==> config.mk <==
export PLATFORM = sky130hd
export DESIGN_NAME = round_sequencer_flat
export DESIGN_NICKNAME = d
export VERILOG_FILES = /design/src/rtl/round_seq_pkg.sv /design/src/rtl/round_seq_if.sv /design/src/rtl/round_seq_ch.sv /design/src/rtl/round_sequencer.sv /design/src/flat_wrapper.sv
export SDC_FILE = /design/constraint.sdc
export NUM_CORES = 1
export LEC_CHECK = 0
export CORE_UTILIZATION = 35
export CTS_CLUSTER_DIAMETER = 200
export DETAILED_ROUTE_END_ITERATION = 12
export PLACE_DENSITY = 0.57
export SYNTH_ARGS = -nofsm -noshare
export SYNTH_HDL_FRONTEND = slang
export SYNTH_SLANG_ARGS = --single-unit
==> constraint.sdc <==
create_clock -name clk -period 2.85 [get_ports clk]
set_input_delay 0.855 -clock clk [delete_from_list [all_inputs] [get_ports clk]]
set_output_delay 0.855 -clock clk [all_outputs]
set_load 0.05 [all_outputs]
==> src/rtl/round_seq_pkg.sv <==
// Shared types and mode constants for the multi-channel round sequencer.
// Imported by the channel and top modules.
package round_seq_pkg;

    typedef enum logic [1:0] {
        RS_IDLE,
        RS_RUN,
        RS_DONE
    } rs_state_t;

    localparam int MODE_ONESHOT    = 0;
    localparam int MODE_CONTINUOUS = 1;

endpackage

==> src/rtl/round_seq_if.sv <==
// Control/status bundle between the miner control FSM (master)
// and the round sequencer (slave). Counts are packed per channel.
interface round_seq_if #(
    parameter int N_CH  = 2,
    parameter int WIDTH = 7
);
    logic [N_CH-1:0]       start;
    logic [N_CH-1:0]       enable;
    logic [N_CH-1:0]       abort;
    logic [N_CH-1:0]       ack;
    logic                  err_clr;
    logic [N_CH*WIDTH-1:0] count;
    logic [N_CH-1:0]       busy;
    logic [N_CH-1:0]       last;
    logic [N_CH-1:0]       wrap;
    logic [N_CH-1:0]       done;
    logic [N_CH-1:0]       err;

    modport master (
        output start, enable, abort, ack, err_clr,
        input  count, busy, last, wrap, done, err
    );

    modport slave (
        input  start, enable, abort, ack, err_clr,
        output count, busy, last, wrap, done, err
    );
endinterface

==> src/rtl/round_seq_ch.sv <==
// One round-counter channel: IDLE/RUN/DONE FSM, stepped counter, sticky err.
// Ports: clk, rst, start/enable/abort/ack/err_clr in; count/busy/last/wrap/done/err out.
module round_seq_ch
    import round_seq_pkg::*;
#(
    parameter int WIDTH   = 7,
    parameter int MIN_VAL = 0,
    parameter int MAX_VAL = 64,
    parameter int STEP    = 1,
    parameter int MODE    = MODE_ONESHOT
) (
    input  logic             clk,
    input  logic             rst,
    input  logic             start,
    input  logic             enable,
    input  logic             abort,
    input  logic             ack,
    input  logic             err_clr,
    output logic [WIDTH-1:0] count,
    output logic             busy,
    output logic             last,
    output logic             wrap,
    output logic             done,
    output logic             err
);
    localparam logic [WIDTH-1:0] MIN_C  = WIDTH'(MIN_VAL);
    localparam logic [WIDTH-1:0] MAX_C  = WIDTH'(MAX_VAL);
    localparam logic [WIDTH-1:0] STEP_C = WIDTH'(STEP);

    rs_state_t state;
    logic      err_evt;

    // Abort outranks start, so a start swallowed by abort is not an error.
    assign err_evt = !abort && start &&
                     ((state == RS_RUN) || (state == RS_DONE && !ack));

    assign last = (state == RS_RUN) && (count == MAX_C);

    always_ff @(posedge clk or posedge rst) begin
        if (rst) begin
            state <= RS_IDLE;
            count <= MIN_C;
            busy  <= 1'b0;
            done  <= 1'b0;
            wrap  <= 1'b0;
            err   <= 1'b0;
        end else begin
            wrap <= 1'b0;

            if (err_evt)
                err <= 1'b1;
            else if (err_clr)
                err <= 1'b0;

            if (abort) begin
                state <= RS_IDLE;
                count <= MIN_C;
                busy  <= 1'b0;
                done  <= 1'b0;
            end else begin
                unique case (state)
                    RS_IDLE: begin
                        if (start) begin
                            state <= RS_RUN;
                            count <= MIN_C;
                            busy  <= 1'b1;
                        end
                    end
                    RS_RUN: begin
                        if (enable) begin
                            if (count != MAX_C) begin
                                count <= count + STEP_C;
                            end else if (MODE == MODE_CONTINUOUS) begin
                                count <= MIN_C;
                                wrap  <= 1'b1;
                            end else begin
                                state <= RS_DONE;
                                busy  <= 1'b0;
                                done  <= 1'b1;
                            end
                        end
                    end
                    RS_DONE: begin
                        if (ack) begin
                            count <= MIN_C;
                            done  <= 1'b0;
                            // start with ack re-arms without an idle cycle
                            if (start) begin
                                state <= RS_RUN;
                                busy  <= 1'b1;
                            end else begin
                                state <= RS_IDLE;
                            end
                        end
                    end
                    default: begin
                        state <= RS_IDLE;
                        count <= MIN_C;
                        busy  <= 1'b0;
                        done  <= 1'b0;
                    end
                endcase
            end
        end
    end

endmodule

==> src/rtl/round_sequencer.sv <==
// N_CH independent round counters feeding parallel SHA-256 cores.
// Ports: clk, rst, bus (round_seq_if.slave: start/enable/abort/ack/err_clr in, status out).
module round_sequencer
    import round_seq_pkg::*;
#(
    parameter int WIDTH   = 7,
    parameter int MIN_VAL = 0,
    parameter int MAX_VAL = 64,
    parameter int STEP    = 1,
    parameter int N_CH    = 2,
    parameter int MODE    = MODE_ONESHOT
) (
    input  logic        clk,
    input  logic        rst,
    round_seq_if.slave  bus
);
    if (N_CH < 1) begin : g_bad_nch
        $error("round_sequencer: N_CH must be >= 1");
    end
    if (MAX_VAL >= (1 << WIDTH)) begin : g_bad_width
        $error("round_sequencer: MAX_VAL does not fit in WIDTH");
    end
    if (MAX_VAL <= MIN_VAL) begin : g_bad_range
        $error("round_sequencer: MAX_VAL must exceed MIN_VAL");
    end
    if (STEP < 1) begin : g_bad_step
        $error("round_sequencer: STEP must be >= 1");
    end else if (((MAX_VAL - MIN_VAL) % STEP) != 0) begin : g_bad_align
        $error("round_sequencer: MAX_VAL-MIN_VAL not a multiple of STEP");
    end
    if (MODE != MODE_ONESHOT && MODE != MODE_CONTINUOUS) begin : g_bad_mode
        $error("round_sequencer: unknown MODE");
    end

    for (genvar i = 0; i < N_CH; i++) begin : g_ch
        round_seq_ch #(
            .WIDTH   (WIDTH),
            .MIN_VAL (MIN_VAL),
            .MAX_VAL (MAX_VAL),
            .STEP    (STEP),
            .MODE    (MODE)
        ) u_ch (
            .clk     (clk),
            .rst     (rst),
            .start   (bus.start[i]),
            .enable  (bus.enable[i]),
            .abort   (bus.abort[i]),
            .ack     (bus.ack[i]),
            .err_clr (bus.err_clr),
            .count   (bus.count[i*WIDTH +: WIDTH]),
            .busy    (bus.busy[i]),
            .last    (bus.last[i]),
            .wrap    (bus.wrap[i]),
            .done    (bus.done[i]),
            .err     (bus.err[i])
        );
    end

endmodule
==> src/flat_wrapper.sv <==
// flat-port wrapper written by rule: the top's interface ports become plain ports
module round_sequencer_flat import round_seq_pkg::*;
#(
    parameter int WIDTH   = 7,
    parameter int MIN_VAL = 0,
    parameter int MAX_VAL = 64,
    parameter int STEP    = 1,
    parameter int N_CH    = 2,
    parameter int MODE    = MODE_ONESHOT
)
  (clk, rst, bus_start, bus_enable, bus_abort, bus_ack, bus_err_clr, bus_count, bus_busy, bus_last, bus_wrap, bus_done, bus_err);
  round_seq_if #(.N_CH(N_CH), .WIDTH(WIDTH)) bus_i ();
  input  logic clk;
  input  logic rst;
  input wire logic [$bits(bus_i.start)-1:0] bus_start;
  input wire logic [$bits(bus_i.enable)-1:0] bus_enable;
  input wire logic [$bits(bus_i.abort)-1:0] bus_abort;
  input wire logic [$bits(bus_i.ack)-1:0] bus_ack;
  input wire logic [$bits(bus_i.err_clr)-1:0] bus_err_clr;
  output wire logic [$bits(bus_i.count)-1:0] bus_count;
  output wire logic [$bits(bus_i.busy)-1:0] bus_busy;
  output wire logic [$bits(bus_i.last)-1:0] bus_last;
  output wire logic [$bits(bus_i.wrap)-1:0] bus_wrap;
  output wire logic [$bits(bus_i.done)-1:0] bus_done;
  output wire logic [$bits(bus_i.err)-1:0] bus_err;
  assign bus_i.start = bus_start;
  assign bus_i.enable = bus_enable;
  assign bus_i.abort = bus_abort;
  assign bus_i.ack = bus_ack;
  assign bus_i.err_clr = bus_err_clr;
  assign bus_count = bus_i.count;
  assign bus_busy = bus_i.busy;
  assign bus_last = bus_i.last;
  assign bus_wrap = bus_i.wrap;
  assign bus_done = bus_i.done;
  assign bus_err = bus_i.err;
  round_sequencer #(.WIDTH(WIDTH), .MIN_VAL(MIN_VAL), .MAX_VAL(MAX_VAL), .STEP(STEP), .N_CH(N_CH), .MODE(MODE)) u_core (.clk(clk), .rst(rst), .bus(bus_i));
endmodule
==> flow_metrics.env <==
export IMPL_finClkSkew_ns=0.003010
export IMPL_synth_cell_area_sq_mm=0.001514
export IMPL_gp_congestion=0.8110
export IMPL_grt_pass1_wl_mm=5.499
export IMPL_numCtsBuffers=3
export IMPL_power_density_mw_per_mm2=422.9
export IMPL_wl_met3_microns=169
export IMPL_die_y_microns=67.77
export IMPL_hold_depth=1
export IMPL_netlist_top_cells_area="dfrtp_1, buf_4, o21ai_0"
export IMPL_dr_first_iter_drc_count=143
export IMPL_setup_slack_ns=0.2412
export IMPL_clockRootBuffer="clkbuf_8"
export IMPL_ys_flop_type="dfrtp_1"
export IMPL_place_hpwl_mm=2.390
export IMPL_dr_pass1_iters=4
export IMPL_post_cts_buffers=0
export IMPL_fmax_mhz=383.3
export IMPL_vias=1240
export IMPL_rsz0062_at_grt="false"
export IMPL_layout_area_overhead_vs_synth_pct=24.55
export IMPL_hold_path_startpoint="u_core.g_ch[1].u_ch.count[6]$_DFFE_PP0P_"
export IMPL_period_needed_ns=2.609
export IMPL_min_to="u_core.g_ch[1].u_ch.count[6]$_DFFE_PP0P_"
export IMPL_cts_htree_levels=1
export IMPL_io_buffers=32
export IMPL_cts_sinks=24
export IMPL_worst_slew_pin_slew_ns=0.5087
export IMPL_drt_met1_wl_mm=1.573
export IMPL_ioPinCount=35
export IMPL_r2r_end="u_core.g_ch[1].u_ch.count[0]$_DFFE_PP0P_"
export IMPL_drv_cap=0
export IMPL_rows=23
export IMPL_ir_worst_vdd_mv=0.2670
export IMPL_drc_errors=0
export IMPL_avgViaCountPerCell=5.254
export IMPL_hold_viol=0
export IMPL_ys_types=49
export IMPL_outcome="completed"
export IMPL_avgSynthCellArea_sq_um=9.288
export IMPL_cts_tree="built"
export IMPL_dr_wl_met2_mm=1.494
export IMPL_routed_top_layer="met4"
export IMPL_synthCells=163
export IMPL_hold_class="flip-flop to flip-flop"
export IMPL_setup_viol=0
export IMPL_async_flop_share_pct=100.0
export IMPL_dieWidth_microns=67.77
export IMPL_dieArea_sq_mm=0.004593
export IMPL_crit_type="flip-flop to output port"
export IMPL_synth_seq_cells=24
export IMPL_clock_path_buffers=2
export IMPL_place_worst_setup_slack_ns=0.3672
export IMPL_clk_latency_ns=0.27
export IMPL_total_leakage_power_nw=0.7933
export IMPL_yosysWarnings=0
export IMPL_drv_slew=0
export IMPL_fp_coreArea_sq_mm=0.004086
export IMPL_synth_most_common_cell="dfrtp_1"
export IMPL_worstPathArrival_ns=1.75
export IMPL_slew_limit_headroom_pct=65.98
export IMPL_netlist_top_cells_count="dfrtp_1, o21ai_0, buf_4, inv_1"
export IMPL_n_antenna_cell=0
export IMPL_track_usage_pct=15.98
export IMPL_fin_util_pct=46.14
export IMPL_floorplan_initialDensity_pct=37.05
export IMPL_rr_startpoint="u_core.g_ch[1].u_ch.state[1]$_DFFE_PP0P_"
export IMPL_antenna_found_initial=0
export IMPL_cp_start_kind="flip-flop"
export IMPL_synth_top_area_share_pct=39.67
export IMPL_holdWs_ns=0.5162
export IMPL_layout_nets=202
export IMPL_clkTransAtPathRegs_ns=0.09
export IMPL_drive_gt1_share_pct=10.75
export IMPL_r2r_cells=4
export IMPL_gr_total_overflow=0
export IMPL_endpoint_kind="output port"
export IMPL_ant_nets=0
export IMPL_synth_edff_count=0
export IMPL_fin_setup_tns_ns=0
export IMPL_critPathMaxFanout=5
export IMPL_wl_per_cell_microns=13.82
export IMPL_cts_resized=0
export IMPL_synth_top_cell_by_area="dfrtp_1"
export IMPL_ctsHoldBuffers=0
export IMPL_seq_area_frac_synth_pct=39.67
export IMPL_r2r_slack_ns=1.19
export IMPL_cp_required_ns=2.00
export IMPL_drt_wl_total_mm=3.262
export IMPL_grt_max_degree=25
export IMPL_grt_pass1_vias=1189
export IMPL_finalCritPeriodShare_pct=91.54
==> flip-flops by register name, indices dropped and copies added, names as in the netlist <==
| register | flops |
|---|---|
| u_core.g_ch.u_ch.err | 2 |
| u_core.g_ch.u_ch.state | 4 |
| u_core.g_ch.u_ch.busy | 2 |
| u_core.g_ch.u_ch.count | 14 |
| u_core.g_ch.u_ch.done | 2 |
==> routing by layer <==
layer / global-route usage, % / up-vias
li1: - / 625
met1: 21.24 / 579
met2: 25.00 / 34
met3: 4.392 / 2
met4: 4.948 / 0
met5: 0 / -
==> report_power, final <==
| part | switching [mW] | total, mW | internal, mW |
|---|---|---|---|
| sequential | 0.0121 | 0.362 | 0.350 |
| clock | 0.114 | 0.302 | 0.188 |
| combinational | 0.0810 | 0.133 | 0.0518 |
==> worst max-delay path by stage <==
stage | slack, ns | cells after the start | end | start
2_1_floorplan | 0.45 | 6 | bus_last[1] | u_core.g_ch[1].u_ch.count[1]$_DFFE_PP0P_
3_3_place_gp | 0.38 | 5 | u_core.g_ch[0].u_ch.count[2]$_DFFE_PP0P_ | bus_abort[0]
3_5_place_dp | 0.37 | 5 | u_core.g_ch[0].u_ch.count[2]$_DFFE_PP0P_ | bus_abort[0]
4_1_cts | 0.21 | 6 | bus_last[1] | u_core.g_ch[1].u_ch.count[0]$_DFFE_PP0P_
5_1_grt | 0.12 | 6 | bus_last[1] | u_core.g_ch[1].u_ch.count[0]$_DFFE_PP0P_
6_report | 0.24 | 6 | bus_last[1] | u_core.g_ch[1].u_ch.count[0]$_DFFE_PP0P_
==> logic make-up (layout without fill, tap and decap cells) <==
group                    after synthesis  in the layout  share of synthesized area (%)
AO/OA/AOI/OAI                         50             50                          21.90
flip-flops                            24             24                          39.67
other                                  1              2                         0.2477
adder cells (fa/ha/maj)                4              4                          3.306
AND/OR/NAND/NOR                       53             53                          22.07
buffers and inverters                 27             49                          9.669
multiplexers                           4              4                          3.140
==> critical path, stage by stage, from the launching register on <==
cell	delay, ns
dfrtp_1	0.44
inv_1	0.08
ha_1	0.14
nand4bb_1	0.15
nor3_2	0.26
and3_1	0.26
buf_12	0.15
==> area by class of cell <==
class,count,area (sq um)
timing repair buffer,33,335.3
fill,406,2201
multi-input combinational,113,770.7
tap,50,62.56
sequential,24,600.6
inverter,12,45.04
clock buffer,3,41.29
clock inverter,1,30.03
==> per-stage QoR <==
step / instances / area, sq um / power, mW
2_1_floorplan: 164 / 1518 / 0.4665
3_3_place_gp: 232 / 1814 / 0.5011
3_5_place_dp: 232 / 1814 / 0.5027
4_1_cts: 236 / 1886 / 0.8106
5_1_grt: 236 / 1886 / 0.8353
6_report: 236 / 1886 / 0.7974
==> layout by cell type, fill, tap and decap left out, types with 2 or more instances in the layout <==
cell	count
a21o_1	3
a21oi_1	8
a22o_1	2
a31oi_1	3
and3_1	4
buf_4	2
clkbuf_8	3
clkdlybuf4s50_1	30
conb_1	2
dfrtp_1	24
ha_1	4
inv_1	11
mux2_2	2
nand2_1	6
nand2b_1	3
nand3_1	9
nand3b_1	3
nand4bb_1	3
nor2_1	9
nor2b_1	2
nor3_1	2
nor4_1	2
o21ai_0	13
o21ai_1	7
o31ai_1	3
Power figures use the tool's default switching activity.
